**src/rtl/ems_pkg.sv**
```systemverilog
// Shared constants for the EMS page mapper: register map, ID value and
// page-register field positions.
package ems_pkg;

  typedef enum logic [1:0] {
    REG_CTRL  = 2'd0,
    REG_INDEX = 2'd1,
    REG_DATA  = 2'd2,
    REG_ID    = 2'd3
  } ems_reg_e;

  localparam logic [15:0] EMS_ID = 16'h454D;

  localparam int CTRL_EN_BIT  = 0;
  localparam int PG_VALID_BIT = 15;
  localparam int PG_NUM_LSB   = 0;

endpackage

```
**src/rtl/ems_xlate.sv**
```systemverilog
// Registered address translation: maps CPU word addresses falling in the
// frame window onto SDRAM pages, passing everything else straight through.
module ems_xlate
  import ems_pkg::*;
#(
  parameter int          NUM_PAGES  = 4,
  parameter int          PAGE_W     = 8,
  parameter logic [3:0]  FRAME_SEG  = 4'hD,
  parameter logic [29:0] EMS_BASE_W = 30'h0008_0000
) (
  input  logic                        wb_clk,
  input  logic                        wb_rst_n,
  input  logic                        en,
  input  logic [NUM_PAGES-1:0]        page_vld,
  input  logic [NUM_PAGES*PAGE_W-1:0] page_num,
  input  logic [19:1]                 sdram_adr_i,
  input  logic                        sdram_stb_i,
  output logic [31:0]                 sdram_adr_o,
  output logic                        sdram_stb_o
);

  localparam int SLOT_W = $clog2(NUM_PAGES);
  localparam int OFF_W  = 15 - SLOT_W;

  logic [SLOT_W-1:0] slot_p0;
  logic [OFF_W-1:0]  off_p0;
  logic [PAGE_W-1:0] pg_p0;
  logic              hit_p0;
  logic [29:0]       word_p0;

  logic [31:0]       adr_p1;
  logic              vld_p1;

  // Stage p0: window decode and page lookup
  always_comb begin
    slot_p0 = sdram_adr_i[15 -: SLOT_W];
    off_p0  = sdram_adr_i[OFF_W:1];
    pg_p0   = page_num[slot_p0*PAGE_W +: PAGE_W];
    hit_p0  = en && (sdram_adr_i[19:16] == FRAME_SEG) && page_vld[slot_p0];
    word_p0 = {11'b0, sdram_adr_i};
    if (hit_p0)
      word_p0 = EMS_BASE_W + (30'(pg_p0) << OFF_W) + 30'(off_p0);
  end

  // Stage p1: registered byte address and strobe
  always_ff @(posedge wb_clk) begin
    if (!wb_rst_n) begin
      vld_p1 <= 1'b0;
      adr_p1 <= '0;
    end else begin
      vld_p1 <= sdram_stb_i;
      adr_p1 <= {word_p0, 2'b00};
    end
  end

  assign sdram_adr_o = adr_p1;
  assign sdram_stb_o = vld_p1;

endmodule

```
**src/rtl/ems_mapper.sv**
```systemverilog
// EMS mapper top: Wishbone register file (CTRL/INDEX/DATA/ID) feeding the
// translation datapath. Define EMS_AUTOINC_EN to auto-increment INDEX on DATA writes.
module ems_mapper
  import ems_pkg::*;
#(
  parameter int          NUM_PAGES  = 4,
  parameter int          PAGE_W     = 8,
  parameter logic [3:0]  FRAME_SEG  = 4'hD,
  parameter logic [29:0] EMS_BASE_W = 30'h0008_0000
) (
  input  logic        wb_clk,
  input  logic        wb_rst_n,
  input  logic [2:1]  wb_adr_i,
  input  logic [15:0] wb_dat_i,
  output logic [15:0] wb_dat_o,
  input  logic [1:0]  wb_sel_i,
  input  logic        wb_cyc_i,
  input  logic        wb_stb_i,
  input  logic        wb_we_i,
  output logic        wb_ack_o,
  input  logic [19:1] sdram_adr_i,
  input  logic        sdram_stb_i,
  output logic [31:0] sdram_adr_o,
  output logic        sdram_stb_o
);

  localparam int SLOT_W = $clog2(NUM_PAGES);

  logic                        en;
  logic [SLOT_W-1:0]           index;
  logic [NUM_PAGES-1:0]        page_vld;
  logic [NUM_PAGES*PAGE_W-1:0] page_num;

  logic        acc;
  logic [15:0] rd_data;
  logic [15:0] wr_data;

  // The ack feeds back so a held strobe gets one ack every other cycle.
  assign acc = wb_cyc_i & wb_stb_i & ~wb_ack_o;

  always_comb begin
    rd_data = '0;
    case (ems_reg_e'(wb_adr_i))
      REG_CTRL:  rd_data[CTRL_EN_BIT] = en;
      REG_INDEX: rd_data[SLOT_W-1:0] = index;
      REG_DATA: begin
        rd_data[PG_VALID_BIT]         = page_vld[index];
        rd_data[PG_NUM_LSB +: PAGE_W] = page_num[index*PAGE_W +: PAGE_W];
      end
      default:   rd_data = EMS_ID;
    endcase
  end

  // Unselected byte lanes keep the register's current contents.
  assign wr_data = {wb_sel_i[1] ? wb_dat_i[15:8] : rd_data[15:8],
                    wb_sel_i[0] ? wb_dat_i[7:0]  : rd_data[7:0]};

  always_ff @(posedge wb_clk) begin
    if (!wb_rst_n) begin
      wb_ack_o <= 1'b0;
      wb_dat_o <= '0;
      en       <= 1'b0;
      index    <= '0;
      page_vld <= '0;
      page_num <= '0;
    end else begin
      wb_ack_o <= acc;
      wb_dat_o <= acc ? rd_data : 16'h0000;
      if (acc && wb_we_i) begin
        case (ems_reg_e'(wb_adr_i))
          REG_CTRL:  en    <= wr_data[CTRL_EN_BIT];
          REG_INDEX: index <= wr_data[SLOT_W-1:0];
          REG_DATA: begin
            page_vld[index]                  <= wr_data[PG_VALID_BIT];
            page_num[index*PAGE_W +: PAGE_W] <= wr_data[PG_NUM_LSB +: PAGE_W];
`ifdef EMS_AUTOINC_EN
            index <= index + 1'b1;
`else
            index <= index;
`endif
          end
          default: ;
        endcase
      end
    end
  end

  ems_xlate #(
    .NUM_PAGES  (NUM_PAGES),
    .PAGE_W     (PAGE_W),
    .FRAME_SEG  (FRAME_SEG),
    .EMS_BASE_W (EMS_BASE_W)
  ) u_xlate (
    .wb_clk      (wb_clk),
    .wb_rst_n    (wb_rst_n),
    .en          (en),
    .page_vld    (page_vld),
    .page_num    (page_num),
    .sdram_adr_i (sdram_adr_i),
    .sdram_stb_i (sdram_stb_i),
    .sdram_adr_o (sdram_adr_o),
    .sdram_stb_o (sdram_stb_o)
  );

endmodule

```
**config.mk**
```make
export PLATFORM = sky130hd
export DESIGN_NAME = ems_mapper
export DESIGN_NICKNAME = d
export VERILOG_FILES = /design/src/rtl/ems_pkg.sv /design/src/rtl/ems_xlate.sv /design/src/rtl/ems_mapper.sv
export SDC_FILE = /design/constraint.sdc
export NUM_CORES = 1
export LEC_CHECK = 0
export BUFFER_PORTS_ARGS = -buffer_cell sky130_fd_sc_hd__clkbuf_2
export CORE_ASPECT_RATIO = 0.6
export CORE_MARGIN = 2
export CORE_UTILIZATION = 39
export CTS_BUF_LIST = sky130_fd_sc_hd__clkbuf_4 sky130_fd_sc_hd__clkbuf_8
export CTS_CLUSTER_DIAMETER = 50
export DETAILED_ROUTE_END_ITERATION = 12
export PLACE_DENSITY = 0.67
export REMOVE_ABC_BUFFERS = 1
export SLEW_MARGIN = 20
export SYNTH_ARGS = -nofsm -noshare
export SYNTH_HDL_FRONTEND = slang
export SYNTH_SLANG_ARGS = --single-unit
```
**constraint.sdc**
```tcl
create_clock -name wb_clk -period 4.1 [get_ports wb_clk]
set_input_delay 0.615 -clock wb_clk [delete_from_list [all_inputs] [get_ports wb_clk]]
set_output_delay 0.615 -clock wb_clk [all_outputs]
set_load 0.02 [all_outputs]
```
After elaboration in Yosys (flattened, before gate mapping)
Index checks and enable logic that the tools add are counted.
W data, S select, Z words.
- output and inout port bits: 50
- register bits after elaboration: 89
- input bits: 45
- logic and storage cells: 54
- mux-type cells: 16
- equality and inequality tests: 3
- shift operators: 4
- order comparisons: 3
- $add $sub $neg: 3
- reduce and logical (&&, ||, !) cells: 12
- bitwise logic cells: 3
- operator list (operator ; count):
    $shiftx A32 B6 Y8 ; 2
    $neg A5 Y34 ; 1
    $shift A8 B34 Y32 const A ; 1
    $shiftx A8 B34 Y32 ; 1
    $bwmux W32 ; 1
    $add A22 B13 Y23 ; 1
    $add A20 B21 Y22 const A ; 1
    $mux W19 ; 1
    $mux W8 ; 2
    $pmux W6 S2 ; 1
    $reduce_and A2 Y1 ; 5
    $mux W7 ; 1
    $lt A2 B3 Y1 const B ; 2
    $bmux W1 S2 ; 2
    $bwmux W4 ; 1
    $eq A4 B4 Y1 const B ; 1
    $logic_and A1 B1 Y1 ; 4
    $mux W1 ; 4
    $pmux W1 S3 ; 1
    $reduce_or A3 Y1 ; 1
    $and A1 B1 Y1 ; 2
    $demux W1 S2 ; 1
    $eq A2 B1 Y1 const B ; 1
    $eq A2 B2 Y1 const B ; 1
    other kinds (5) ; 5

Longest topological paths before layout
Gate-level depths: netlist of the first run.
- word-level depth: 6
- mapped depth: 8
- gate-level depth less buffers: 6

Cells and area by module
A second synthesis of the first run with hierarchy kept.
- cells, all modules: 318
- area, all modules: 3419.5 sq um
- modules (own cells, without submodules) (module ; area each (sq um) ; cells an instance ; seq. area each (sq um) ; times used):
    ems_mapper ; 2389.8 ; 235 ; 1001.0 ; 1
    ems_xlate ; 1029.7 ; 83 ; 460.4 ; 1

Worst setup path after synthesis of the first run
Ideal clock, no wire load.
- kind: input to register
- start point: in sdram_adr_i[14] in the netlist's numbering
- end point: reg u_xlate.adr_p1[22], in the netlist u_xlate.sdram_adr_o[22]
- slack: 2.167 ns
- setup time: 0.116 ns
- arrival time: 1.817 ns
- stages on the path: 4
- required time: 3.984 ns
- path buffers: 1
- cell sequence: buf_2 -> mux4_2 -> ha_1 -> and3_1
- longest elaborated chain between the ends: 4
- elaborated cells between the ends (all ways): 7
- those cells by class: add/sub (2); shift (1); mux (2); reduce/logical (2)
- ends and longest elaborated chain (element ; RTL line ; text):
    start: declaration ; ems_mapper.sv:21 ; input logic [19:1] sdram_adr_i,
    parallel branches: the longest is 4 deep, another holds $add A22 B13 Y23 ; - ;
    end signal: assignment ; ems_xlate.sv:52 ; adr_p1 <= {word_p0, 2'b00};
    end: declaration ; ems_xlate.sv:31 ; logic [31:0] adr_p1;
Parallel ways; which one is timed is not known. The select of a mux whose other input is x is not followed.
A chain may end at the register's enable or synchronous reset.

Worst setup path in the final report of the first run
- start point: reg index[0]
- end point: reg page_num[23]
- longest elaborated chain between the ends: 5
- elaborated cells between the ends (all ways): 9
- those cells by class: add/sub (1); shift (3); mux (5)
- ends and longest elaborated chain (element ; RTL line ; text):
    start: declaration ; ems_mapper.sv:30 ; logic [SLOT_W-1:0] index;
    start signal: assignment ; ems_mapper.sv:72 ; REG_INDEX: index <= wr_data[SLOT_W-1:0];
    start signal: assignment ; ems_mapper.sv:79 ; index <= index;
    $shiftx A32 B6 Y8 ; ems_mapper.sv:48 ; rd_data[PG_NUM_LSB +: PAGE_W] = page_num[index*PAGE_W +: PAGE_W];
    $pmux W1 S3, or another cell as far along ; ems_mapper.sv:43 ; case (ems_reg_e'(wb_adr_i))
    $mux W8 ; ems_mapper.sv:56 ; wb_sel_i[0] ? wb_dat_i[7:0] : rd_data[7:0]};
    $shiftx A8 B34 Y32 ; ems_mapper.sv:75 ; page_num[index*PAGE_W +: PAGE_W] <= wr_data[PG_NUM_LSB +: PAGE_W];
    $bwmux W32 * ; ems_mapper.sv:75 ;
    end signal: indexed assignment ; ems_mapper.sv:75 ;
    end: declaration ; ems_mapper.sv:32 ; logic [NUM_PAGES*PAGE_W-1:0] page_num;
Every way passes the cells marked *; elsewhere a longest branch is shown, timed or not.

==> results_dict.tcl, run 1 <==
set metrics [dict create \
    max-slew-margin-rel_pct 32.1 \
    status "completed" \
    p_clk_share_pct 44.7 \
    wl_per_cell_um 16.6 \
    worstPathMaxFanout 14 \
    finClkSkew_ns 0.00524 \
    path_class "flop to flop" \
    die_y_um 75.5 \
    mostFrequentLayoutCells "73 x dfxtp_1, 73 x clkbuf_2, 19 x nand2_1" \
    place.gp.congestion 0.926 \
    synth-edff-count 0 \
    htree_num_levels 3 \
    grt_usage_pct 19.3 \
    max_stage_delay_ns 0.79 \
    wirelength_um 8250 \
    fin_crit_ns 2.39 \
    rsz0062_at_grt "no" \
    ios 95 \
    critPathBufInv 1 \
    max_freq_mhz 419 \
    slowest_stage "dfxtp_1" \
    drc 0 \
    power_density_mw_per_mm2 398 \
    hold_viol 0 \
    num_vias 2648 \
    final.setup.tns_ns 0 \
    drive_above_1_share_pct 29.9 \
    post_cts_resized 0 \
    hold_class "input port to flop" \
    overflow 0 \
    final_area_sq_mm 0.00392 \
    ys_async_sr_fraction_pct 0 \
    grt_max_degree 44 \
    cts_tree "built" \
    p_sw_share_pct 23.7 \
    die-area_sq_mm 0.00930 \
    pwr-share-comb_pct 8.6 \
    dp.final_hpwl_um 6040 \
    syn2layout_area_growth_pct 17.8 \
    setup_violations 0 \
    p_seq_share_pct 46.7 \
    die_x_um 123 \
    switchingPower_uw 368 \
    worst_pin_slew_ns 1.01 \
    clkSinkCount 73 \
    grt_pass1_vias 2466 \
    grt_pass1_wl_um 13000 \
    dr.pass1.iters 5 \
    ys_seq_area_share_pct 44.0 \
    port_buffers 73 \
    synth_area_per_cell_sq_um 10.5 \
    maxCapViolCount 0 \
    cp_cell_sequence "inv_1 -> ha_1 -> nor4bb_1 -> and3_1 -> a32o_1" \
    antenna_cells 0 \
    clock-root-buffer "clkbuf_8" \
    antenna_left 0 \
    cp.required_ns 4.40 \
    drv_slew 0 \
    vias_per_cell 5.34 \
    ys_types 45 \
    cts_buffer_depth 2 \
    cp_top_family "flip-flops" \
    yosysWarnings 0 \
    leakagePower_uw 0.00163 \
    syn-cell-area_sq_mm 0.00332 \
    antenna_found_initial 0 \
    cp-start-kind "flop" \
    num_rows 26 \
    nets 436 \
    core_area_sq_mm 0.00839 \
    initial_core_util_pct 39.6 \
    dpl_cell_area_sq_mm 0.00366 \
    end_kind "flop" \
    post_cts_buffers 0 \
    cp.arrival_ns 2.69 \
    cts_buffers 9 \
    ir_drop_mv 0.189 \
    p_int_uw 1190 \
    synth_cells 315 \
    holdBufCountCts 0 \
    fin_crit_sh_pct 58.2 \
    ys.flop_type "dfxtp_1" \
    clock_latency_ns 0.36 \
    path_clk_slew_ns 0.08 \
    synth-seq-cells 73 \
    drt-initial-drc-count 202 \
]
==> path summary, 6_finish.rpt <==
check	startpoint	cells past startpoint	to	slack (ns)
hold / removal	sdram_adr_i[12]	2	u_xlate.sdram_adr_o[13]	0.46
hold reg to reg	page_num[24]	2	page_num[24]	0.48
setup / recovery	index[0]	5	page_num[23]	1.71
setup reg to reg	index[0]	5	page_num[23]	1.71
==> synthesized netlist by cell type, drive strengths merged (2+ instances only) <==
| master | n | area share [%] |
|---|---|---|
| o211ai | 2 | 0.45 |
| o22a | 3 | 0.79 |
| a21oi | 12 | 2.3 |
| o211a | 3 | 0.90 |
| clkbuf | 8 | 0.90 |
| or3 | 3 | 0.56 |
| and3b | 2 | 0.53 |
| mux2 | 5 | 1.7 |
| dfxtp | 73 | 44 |
| and3 | 7 | 1.3 |
| nor2 | 10 | 1.1 |
| a311oi | 4 | 1.1 |
| a22o | 12 | 3.2 |
| mux2i | 18 | 5.4 |
| nand3 | 9 | 1.7 |
| nand2b | 3 | 0.56 |
| inv | 10 | 1.1 |
| ha | 12 | 4.5 |
| and2 | 16 | 3.0 |
| and4b | 3 | 1.0 |
| o31ai | 2 | 0.45 |
| a31oi | 4 | 0.75 |
| a32o | 12 | 3.6 |
| o21ai | 19 | 3.2 |
| buf | 27 | 6.0 |
| nand2 | 19 | 2.1 |
| mux4 | 8 | 5.4 |
==> sequential cells by signal, indices dropped and copies added, names as in the netlist <==
| register | count |
|---|---|
| page_vld | 4 |
| en | 1 |
| wb_ack_o | 1 |
| u_xlate.sdram_stb_o | 1 |
| wb_dat_o | 10 |
| page_num | 32 |
| u_xlate.sdram_adr_o | 22 |
| index | 2 |
==> worst reg2reg max path: cells and delay by family (launching register included) <==
kind / cells / cell delay, ns
fa+ha+maj: 1 / 0.42
simple gates: 2 / 0.68
buf+inv: 1 / 0.23
flops: 1 / 0.79
compound gates: 1 / 0.22
==> logic make-up after synthesis <==
group           after synthesis  share of synthesized area (%)
compound gates               77                           17.9
simple gates                 76                           12.9
flops                        73                           44.0
buf+inv                      45                           8.02
mux                          31                           12.5
fa+ha+maj                    12                           4.52
other cells                   1                          0.113
==> power groups by stage <==
stage          registers, uW  clock network (uW)  logic (uW)
5_1_grt                  728                 743         147
6_report                 727                 696         134
3_3_place_gp             743                   0         132
3_5_place_dp             744                   0         133
2_1_floorplan            759                   0        58.0
4_1_cts                  727                 716         133
==> routing by layer <==
layer / up-vias / track usage [%] / part of all wire (%)
li1: 1263 / - / -
met5: - / 0 / 0
met2: 109 / 27.4 / 40
met4: 0 / 6.19 / 1.2
met3: 10 / 7.11 / 9.6
met1: 1266 / 27.1 / 50
==> area by class of cell <==
type	instances	area [sq um]
multi-input cells	210	1640
fillers	838	4480
well taps	112	140
flip-flops and latches	73	1460
clock buffers	10	138
inverters	10	37.5
repair buffers	75	380
clock inverters	6	114
==> metrics by stage <==
| step | hold WS, ns | utilization, % | power, uW | setup slack, ns | cells |
|---|---|---|---|---|---|
| after floorplan | 0.441 | - | 817 | 1.74 | 293 |
| after global placement | 0.457 | 43.6 | 875 | 1.70 | 480 |
| after detailed placement | 0.465 | 43.6 | 877 | 1.65 | 480 |
| after CTS | 0.437 | 46.6 | 1580 | 1.74 | 496 |
| after global routing | 0.441 | 46.6 | 1620 | 1.53 | 496 |
| final | 0.457 | 46.6 | 1560 | 1.71 | 496 |
Power figures use the tool's default switching activity.
==> run 2: changes to the inputs <==
- clock period: 4.1 -> 2.4 ns (I/O delays scaled with it)
==> run 2 against run 1 <==
  * Die area stayed put
  * Sequential share of layout area decreased by 0.66 points
  * Clock power grew 81%
  * Largest cell class unchanged
  * Non-clock buffer count increased by 8
  * Worst setup slack worse by 1.1 ns
  * Maximum frequency grew 30%
  * Flip-flop and latch count unchanged
  * Power up 76%
  * Combinational power increased by 78%
==> results_dict.tcl, run 2 (synthesis gave the netlist of run 1 again) <==
set metrics [dict create \
    status "completed" \
    syn2layout_area_growth_pct 19.9 \
    max-slew-margin-rel_pct 34.2 \
    drv_slew 0 \
    clock-root-buffer "clkbuf_8" \
    top_register "page_num" \
    final.setup.tns_ns 0 \
    cts_tree "built" \
    dr.pass1.iters 4 \
    cp.required_ns 2.69 \
    die-area_sq_mm 0.00930 \
    hold_viol 0 \
    vias_per_cell 5.32 \
    htree_num_levels 3 \
    initial_core_util_pct 39.6 \
    drt-initial-drc-count 157 \
    post_cts_buffers 0 \
    clock_latency_ns 0.36 \
    clkSinkCount 73 \
    mostFrequentLayoutCells "73 x dfxtp_1, 73 x clkbuf_2, 19 x nand2_1" \
    cts_buffer_depth 2 \
    drive_above_1_share_pct 31.4 \
    grt_max_degree 44 \
    nets 444 \
    path_clk_slew_ns 0.07 \
    antenna_found_initial 0 \
    grt_pass1_wl_um 13100 \
    end_kind "flop" \
    wirelength_um 8590 \
    num_rows 26 \
    path_class "flop to flop" \
    total_power_uw 2740 \
    port_buffers 73 \
    grt_usage_pct 19.5 \
    power_density_mw_per_mm2 687 \
    holdBufCountCts 0 \
    largest_reg_flops 32 \
    ir_drop_mv 0.307 \
    drc 0 \
    dp.final_hpwl_um 6290 \
    fin_crit_sh_pct 76.2 \
    num_vias 2681 \
    post_cts_resized 0 \
    ios 95 \
    antenna_cells 0 \
    wl_per_cell_um 17.1 \
    cp-start-kind "flop" \
    setup_violations 0 \
    place.gp.congestion 0.894 \
    max_freq_mhz 547 \
    ff2ff_setup_slack_ns 0.57 \
    hold_class "input port to flop" \
    grt_pass1_vias 2433 \
    worstPathMaxFanout 6 \
    overflow 0 \
    cp.arrival_ns 2.12 \
    rsz0062_at_grt "no" \
    die_y_um 75.5 \
    leakagePower_uw 0.00168 \
    die_x_um 123 \
    finClkSkew_ns 0.00756 \
    antenna_left 0 \
    fin_crit_ns 1.83 \
    cts_buffers 9 \
    maxCapViolCount 0 \
    core_area_sq_mm 0.00839 \
    worst_pin_slew_ns 0.982 \
]
==> run 2: through the flow <==
stage,cell area (sq um),hold slack [ns],std cells,worst slack (ns),utilization [%]
3_3_place_gp,3720,0.455,488,0.403,44.4
6_report,3990,0.202,504,0.571,47.5
4_1_cts,3990,0.183,504,0.595,47.5
2_1_floorplan,3140,0.441,293,0.0358,-
3_5_place_dp,3720,0.463,488,0.369,44.4
5_1_grt,3990,0.196,504,0.439,47.5
==> run 2: critical path: stages (launching register included) <==
cell and delay (ns):
dfxtp_1 0.35, inv_1 0.09, ha_1 0.38, nor4bb_1 0.29
and3_1 0.43, a32o_1 0.23
==> run 2: power by group <==
group	switching (uW)	internal [uW]	leakage [uW]
clock	454	803	0.000134
combinational	157	80.6	0.000956
sequential	7.69	1230	0.000594
==> run 2: path summary, 6_finish.rpt <==
path,from,to,cells past startpoint
worst max-delay path,index[0],page_num[20],5
worst min-delay path,sdram_adr_i[1],u_xlate.sdram_adr_o[2],2
worst max register to register,index[0],page_num[20],5
worst min register to register,page_num[8],page_num[8],2
==> run 2: area by class of cell <==
type	instances	area, sq um
Tap cell	112	140
Timing Repair Buffer	83	440
Inverter	10	37.5
Multi-Input combinational cell	210	1640
Clock inverter	6	130
Fill cell	818	4410
Clock buffer	10	131
Sequential cell	73	1460
==> run 2: metal layers <==
metal	up-vias	wire [um]	GRT usage (%)
met5	-	0	0
met4	0	89	5.68
met3	8	835	5.99
met2	120	3590	28.4
met1	1276	4080	27.9
li1	1277	-	-
==> run 3: changes to the inputs <==
- PLACE_DENSITY: 0.67 -> 0.69
- clock period: 2.4 -> 1.5 ns (I/O delays scaled with it)
==> run 3 against run 2 <==
  * The flow now finishes with violations (setup timing)
  * Global-route usage increased by 0.47 points
  * Sequential share of layout area is 5.0 points lower
  * Non-clock buffer count rose by 55
  * Utilization up 7.7 points
  * Sequential power grew 60%
  * Wire length up 6.7%
==> results_dict.tcl, run 3 (synthesis gave the netlist of run 1 again) <==
set metrics [dict create \
    status "finished, violations left" \
    violations "setup timing" \
    cp.required_ns 1.74 \
    regArea_sq_mm 0.00147 \
    place.gp.congestion 0.888 \
    grt_usage_pct 20.0 \
    clock-root-buffer "clkbuf_8" \
    die-area_sq_mm 0.00930 \
    dr.pass1.iters 4 \
    die_x_um 123 \
    port_buffers 73 \
    fin_crit_ns 1.61 \
    setup_violations 38 \
    path_clk_slew_ns 0.08 \
    antenna_found_initial 0 \
    clkSinkCount 73 \
    num_vias 2866 \
    drv_slew 0 \
    nets 499 \
    maxCapViolCount 0 \
    antenna_cells 0 \
    leakagePower_uw 0.00198 \
    stdcell_count 559 \
    cp_top_family "compound AO/OA/AOI/OAI gates" \
    cts_buffers 9 \
    top_register "page_num" \
    power_density_mw_per_mm2 835 \
    final_common_cell "clkbuf_2" \
    end_kind "flop" \
    max_freq_mhz 621 \
    grt_max_degree 36 \
    wirelength_um 9170 \
    ir_drop_mv 0.498 \
    drt-initial-drc-count 170 \
    vias_per_cell 5.13 \
    dp.cells 534 \
    wl_per_cell_um 16.4 \
    mostFrequentLayoutCells "73 x clkbuf_2, 70 x dfxtp_1, 56 x buf_4" \
    drc 0 \
    initial_core_util_pct 39.6 \
    cp.arrival_ns 1.85 \
    fillers 744 \
    cts_buffer_depth 2 \
    cp-start-kind "flop" \
    overflow 0 \
    drive_above_1_share_pct 46.5 \
    syn2layout_area_growth_pct 39.4 \
    die_y_um 75.5 \
    critPathBufInv 3 \
    total_power_uw 3870 \
    final_util_pct 55.2 \
    clock_latency_ns 0.37 \
    dp.final_hpwl_um 6670 \
    hold_viol 0 \
    fin_crit_sh_pct 107 \
    core_area_sq_mm 0.00839 \
    ios 95 \
    finClkSkew_ns 0.0120 \
    path_class "flop to flop" \
    max_stage_delay_ns 0.37 \
    hold_class "input port to flop" \
    dp_slack_ns -0.217 \
    final.setup.tns_ns -2.35 \
    largest_reg_flops 32 \
    holdBufCountCts 0 \
    num_rows 26 \
    grt_pass1_vias 2589 \
    htree_num_levels 3 \
    cp_cell_sequence "buf_4 -> buf_12 -> mux2i_4 -> o32ai_2 -> o311ai_2 -> buf_4 -> o21ai_0" \
    antenna_left 0 \
    cts_tree "built" \
    rsz0062_at_grt "yes" \
    slowest_stage "dfxtp_4" \
    worstPathMaxFanout 6 \
    multi_input_area_sq_mm 0.00188 \
    grt_pass1_wl_um 13500 \
    cpMostUsedCell "buf_4" \
    setup_ws_ns -0.109 \
]
-- run 3: cell types whose count changed in the layout (fill, tap and decap cells not counted), moves of 4 or more --
cell       previous run  this run
buf_6                 0         5
buf_12                0         4
o21ai_0              15         9
a21oi_2               4         0
a21oi_4               0         5
bufinv_16             4         0
mux2i_1              18        13
buf_4                10        56
mux2i_4               0         4
-- run 3: path summary, 6_finish.rpt --
path,from,end,slack [ns],cells past startpoint
worst min-delay path,sdram_adr_i[6],u_xlate.sdram_adr_o[7],0.06,2
worst min register to register,page_num[1],page_num[1],0.48,2
worst max-delay path,index[0],index[1],-0.11,7
worst max register to register,index[0],index[1],-0.11,7
-- run 3: layout make-up --
cell class                      count  share of cell area, %
Timing Repair Buffer              138                   19.9
Clock inverter                      5                  0.675
Multi-Input combinational cell    210                   40.7
Inverter                           10                  0.918
Sequential cell                    73                   31.7
Tap cell                          112                   3.02
Clock buffer                       11                   3.13
-- run 3: through the flow --
stage	cell area, sq um	hold slack (ns)
5_1_grt	4630	0.0501
3_3_place_gp	4070	0.430
4_1_cts	4350	0.0413
3_5_place_dp	4070	0.436
2_1_floorplan	3140	0.329
6_report	4630	0.0602
-- run 3: what timing repair did --
action / CTS / global route
pin swaps: 3 / 29
setup endpoints to repair: 39 / 39
resized for setup: 21 / 47
setup buffers: 1 / 8
-- run 3: where the power goes --
| group | internal, uW | total, uW | switching, uW |
|---|---|---|---|
| clock | 657 | 1410 | 749 |
| combinational | 196 | 481 | 285 |
| sequential | 1970 | 1980 | 11.8 |
| total | 2820 | 3870 | 1050 |
-- run 3: routing by layer --
layer | track usage [%] | routed length [um] | part of all wire (%) | vias up
met2 | 28.5 | 3900 | 43 | 104
met4 | 6.57 | 65 | 0.71 | 0
li1 | - | - | - | 1379
met1 | 27.8 | 4450 | 48 | 1377
met5 | 0 | 0 | 0 | -
met3 | 7.56 | 761 | 8.3 | 6
